==> config.mk <==
export PLATFORM = sky130hd
export DESIGN_NAME = output_arbiter
export DESIGN_NICKNAME = d
export VERILOG_FILES = /design/src/rtl/output_arbiter.sv
export SDC_FILE = /design/constraint.sdc
export NUM_CORES = 1
export LEC_CHECK = 0
export ABC_AREA = 1
export ABC_CLOCK_PERIOD_IN_PS = 1200
export CORE_UTILIZATION = 35
export CTS_CLUSTER_DIAMETER = 50
export DETAILED_ROUTE_END_ITERATION = 6
export PLACE_DENSITY = 0.82
export SYNTH_ARGS = -nofsm -noshare
export SYNTH_HDL_FRONTEND = slang
export SYNTH_SLANG_ARGS = --single-unit
==> constraint.sdc <==
create_clock -name clk -period 1.2 [get_ports clk]
set_input_delay 0.24 -clock clk [delete_from_list [all_inputs] [get_ports clk]]
set_output_delay 0.24 -clock clk [all_outputs]
set_load 0.01 [all_outputs]
==> src/rtl/output_arbiter.sv <==
// output_arbiter
//   Two-requester round-robin arbiter feeding a single-entry output buffer.
//   Accepted results are packed into IEEE754 single or double format and
//   presented on out_data one cycle after the accept.
//
// Ports
//   clk, rst                     clock, synchronous active-high reset
//   reqN_valid / reqN_ready      per-requester handshake (0 = add/sub, 1 = mul/div)
//   reqN_mode                    0 = single, 1 = double
//   reqN_sign/_exp/_int          result fields to pack
//   out_valid / out_ready        output handshake
//   out_data                     packed IEEE754 result
//   out_src                      requester that produced out_data
//   out_flags                    {nan, inf}, present only with OUT_ARB_FLAGS_EN
//
// Configuration
//   OUT_ARB_FLAGS_EN  when defined, adds out_flags registered alongside out_data.
//
// State  | meaning
// EMPTY  | buffer empty, out_valid = 0
// FULL   | buffer holds a packed result, out_valid = 1

module output_arbiter #(
  localparam int REG_SIZE                 = 64,
  localparam int OUTPUT_INTERFACE_INT_IN  = 52,
  localparam int OUTPUT_INTERFACE_EXP_IN  = 11
) (
  input  logic                               clk,
  input  logic                               rst,
  input  logic                               req0_valid,
  output logic                               req0_ready,
  input  logic                               req0_mode,
  input  logic                               req0_sign,
  input  logic [OUTPUT_INTERFACE_EXP_IN-1:0] req0_exp,
  input  logic [OUTPUT_INTERFACE_INT_IN-1:0] req0_int,
  input  logic                               req1_valid,
  output logic                               req1_ready,
  input  logic                               req1_mode,
  input  logic                               req1_sign,
  input  logic [OUTPUT_INTERFACE_EXP_IN-1:0] req1_exp,
  input  logic [OUTPUT_INTERFACE_INT_IN-1:0] req1_int,
  output logic                               out_valid,
  input  logic                               out_ready,
  output logic [REG_SIZE-1:0]                out_data,
  output logic                               out_src
`ifdef OUT_ARB_FLAGS_EN
  ,
  output logic [1:0]                         out_flags
`endif
);

  typedef enum logic {EMPTY, FULL} state_t;

  state_t state;
  logic   last_grant;

  logic grant0, grant1, can_accept, accept, sel;
  logic sel_mode, sel_sign;
  logic [OUTPUT_INTERFACE_EXP_IN-1:0] sel_exp;
  logic [OUTPUT_INTERFACE_INT_IN-1:0] sel_int;
  logic [REG_SIZE-1:0] packed_data;

  // On a tie the requester not served on the last accept wins.
  assign grant0 = req0_valid & (~req1_valid | last_grant);
  assign grant1 = req1_valid & (~req0_valid | ~last_grant);

  // Reset blocks any accept in the cycle it is asserted.
  assign can_accept = ~rst & ((state == EMPTY) | out_ready);

  assign req0_ready = grant0 & can_accept;
  assign req1_ready = grant1 & can_accept;
  assign accept     = req0_ready | req1_ready;
  assign sel        = grant1;

  assign sel_mode = sel ? req1_mode : req0_mode;
  assign sel_sign = sel ? req1_sign : req0_sign;
  assign sel_exp  = sel ? req1_exp  : req0_exp;
  assign sel_int  = sel ? req1_int  : req0_int;

  assign packed_data = sel_mode ? {sel_sign, sel_exp, sel_int}
                                : {32'b0, sel_sign, sel_exp[7:0], sel_int[22:0]};

`ifdef OUT_ARB_FLAGS_EN
  logic exp_ones, frac_zero;
  assign exp_ones  = sel_mode ? (sel_exp == 11'h7FF) : (sel_exp[7:0] == 8'hFF);
  assign frac_zero = sel_mode ? (sel_int == '0) : (sel_int[22:0] == 23'h0);
`endif

  always_ff @(posedge clk) begin
    if (rst) begin
      state      <= EMPTY;
      out_valid  <= 1'b0;
      out_data   <= '0;
      out_src    <= 1'b0;
      last_grant <= 1'b1;
`ifdef OUT_ARB_FLAGS_EN
      out_flags  <= 2'b00;
`endif
    end else begin
      if (accept) begin
        state      <= FULL;
        out_valid  <= 1'b1;
        out_data   <= packed_data;
        out_src    <= sel;
        last_grant <= sel;
`ifdef OUT_ARB_FLAGS_EN
        out_flags  <= {exp_ones & ~frac_zero, exp_ones & frac_zero};
`endif
      end else if (state == FULL && out_ready) begin
        state     <= EMPTY;
        out_valid <= 1'b0;
      end
    end
  end

endmodule

==> results.ini <==
[worst_hold_path]
holdCritStartpoint=out_ready
min_path_type=primary input to register

[power]
p_leak_nw=3.05
ir_drop_uv=731
powerDensity_nw_per_um2=1090

[layout]
syn_to_final_growth_pct=92.7
fillers=791
multi_input_area_um2=2200
finalNonFillerCells=932
regArea_um2=1350
nNetsFinal=929
diodes=0
final_layout_size_suffix_gt1_frac=0.249
layout_common_cells=nand2_1, clkdlybuf4s50_1, nand3_1
layout_commonest_cell=nand2_1

[synthesis]
netlist_area_um2=3500
synth_top_area_share=0.384
ys_top_cells_by_area=dfxtp_1, nand2_1, nand3_1
synth-simple-area-share=0.441
synth_nets=701
synth.ff_latch_count=67
synthMuxAreaShare=0
synth-compound-area-share=0.101
syn_inst=566
ys.warnings.count=0
synth_adder_area_share=0
synth_xor_area_frac=0
synth_top_family_by_area=simple AND/OR/NAND/NOR gates
synth_top_cell_by_area=dfxtp_1
ys_types=17
synth_area_per_cell_um2=6.18
seq_area_frac_synth=0.384

[placed_design]
gp_congestion=0.781
io_buffers=202
dp_hpwl_mm=8.90
placedCellCount=880

[grt]
grt.total_usage=0.270
grt_max_degree=53
grt_pass1_vias=4508
grt_pass1_wl_mm=21.6
grt-ovfl-total=0
antenna_found_initial=0

[worst_setup_path]
cp_max_fo=5
crit_path_cell_trace=nand2_4, nand2_4, buf_6, nor2_4, buf_6, nor2_4, buf_6, clkbuf_16, nand2_2, a21oi_1
crit_type=register to register
startpoint=last_grant
worstSetupStartpointType=register
reg2reg_from=last_grant
worst-path-buf-inv=4
crit_arrival_ns=1.81
crit_top_cell=buf_6
cp_slowest_cell=dfxtp_4
critPathCaptureType=register
cpPeakStageDelay_ns=0.37
cp.required_ns=1.47
path_delay_family=buffers and inverters

[floorplanning]
num_rows=36
pin_count=203
die_x_um=102
coreArea_um2=9730
die_h_um=102
dieArea_um2=10400
start_util=0.359

[timing]
skew_ns=0.00728
timing.final.ws_setup_ns=-0.344
worst_slew_pin_slew_ns=0.537
hold_ws_ns=0.426
setup_viol=68
relSlewSlack=0.642
rsz0062_at_grt=yes
fmax_mhz=647
tns_ns=-19.36
post-route-min-period_ns=1.54
slew_viol_final=0
final.period_utilization=1.29
finalHoldViolations=0

[clocking]
htree_levels=3
cts-root-buf=clkbuf_8
clock_latency_ns=0.34
ctsHoldBuffers=0
clkSinkCount=67
cts_made_buffers=9
cts_tree=yes
max-clock-path-buffers=2
clkSlewWorstSetupHoldPaths_ns=0.08

[route]
drtPass1Iterations=5
drc=0
vias=4756
ant_nets=0
drt_iter0_drc=238
wl_per_cell_um=16.1
vias_per_cell=5.10
wl_mm=15.0

[run]
max_cap_violations=0

[run_status]
status=finished with violations
violations=setup timing

## cells in the mapped netlist
master and instances:
buf_2 15, a21oi_1 33, nand2_1 196, clkbuf_1 19, nand3b_1 10, nor2_1 83
o211ai_1 1, nor2_2 2, nand3_1 79, inv_1 13, a21oi_4 1, dfxtp_1 67
inv_4 1, buf_1 7, nand2_2 2, o21ai_0 33, buf_4 4
## through the flow
step / util / area [um2] / total power, mW / setup slack (ns)
after floorplan: - / 3580 / 3.34 / -0.0330
after detailed placement: 0.590 / 5740 / 4.32 / -0.708
after global routing: 0.692 / 6740 / 7.66 / -0.388
after CTS: 0.685 / 6670 / 7.18 / -0.249
final: 0.692 / 6740 / 7.36 / -0.344
after global placement: 0.590 / 5740 / 4.28 / -0.631
## power breakdown
part	switching [mW]	total (mW)	internal, mW
clock network	0.939	2.54	1.60
registers	0.0894	2.47	2.38
logic	1.12	2.36	1.24
## cell type report
cell class                      instances  area share
Clock inverter                          6      0.0204
Timing Repair Buffer                  262       0.401
Sequential cell                        67       0.200
Multi-Input combinational cell        440       0.327
Clock buffer                           10      0.0189
Inverter                               14     0.00817
Tap cell                              133      0.0247
## per-layer routing
metal	part of all wire	GRT usage
met5	0	0
met2	0.50	0.485
met1	0.39	0.310
met3	0.066	0.0451
met4	0.037	0.129
## path summary, 6_finish.rpt
path,to,slack (ns),depth (start not counted)
worst max-delay path,out_data[62],-0.34,10
worst min-delay path,state,0.43,5
worst max register to register,out_data[62],-0.34,10
worst min register to register,out_data[53],0.46,2
## flip-flops by register name, summed over array words and instances (netlist names)
signal	cells
last_grant	1
state	1
out_data	64
out_src	1
## cells by family (layout without fill, tap and decap cells)
group                  Yosys count  after routing
AND/OR/NAND/NOR                372            372
AO/OA/AOI/OAI                   68             68
flip-flops                      67             67
buffers and inverters           59            292
## tightest hold or removal path, cell delays in order
cell and delay (ns):
dlygate4sd2_1 0.20, inv_1 0.05, nand2_2 0.09, buf_4 0.11, a21oi_1 0.05
## what timing repair did
| item | CTS | global route |
|---|---|---|
| pin swaps | 14 | 37 |
| resized for setup | 208 | 115 |
| buffers inserted | 24 | 0 |
| endpoints found under the setup margin | 133 | 125 |
| gates cloned | 8 | 7 |
(Power assumes the default switching activity.)
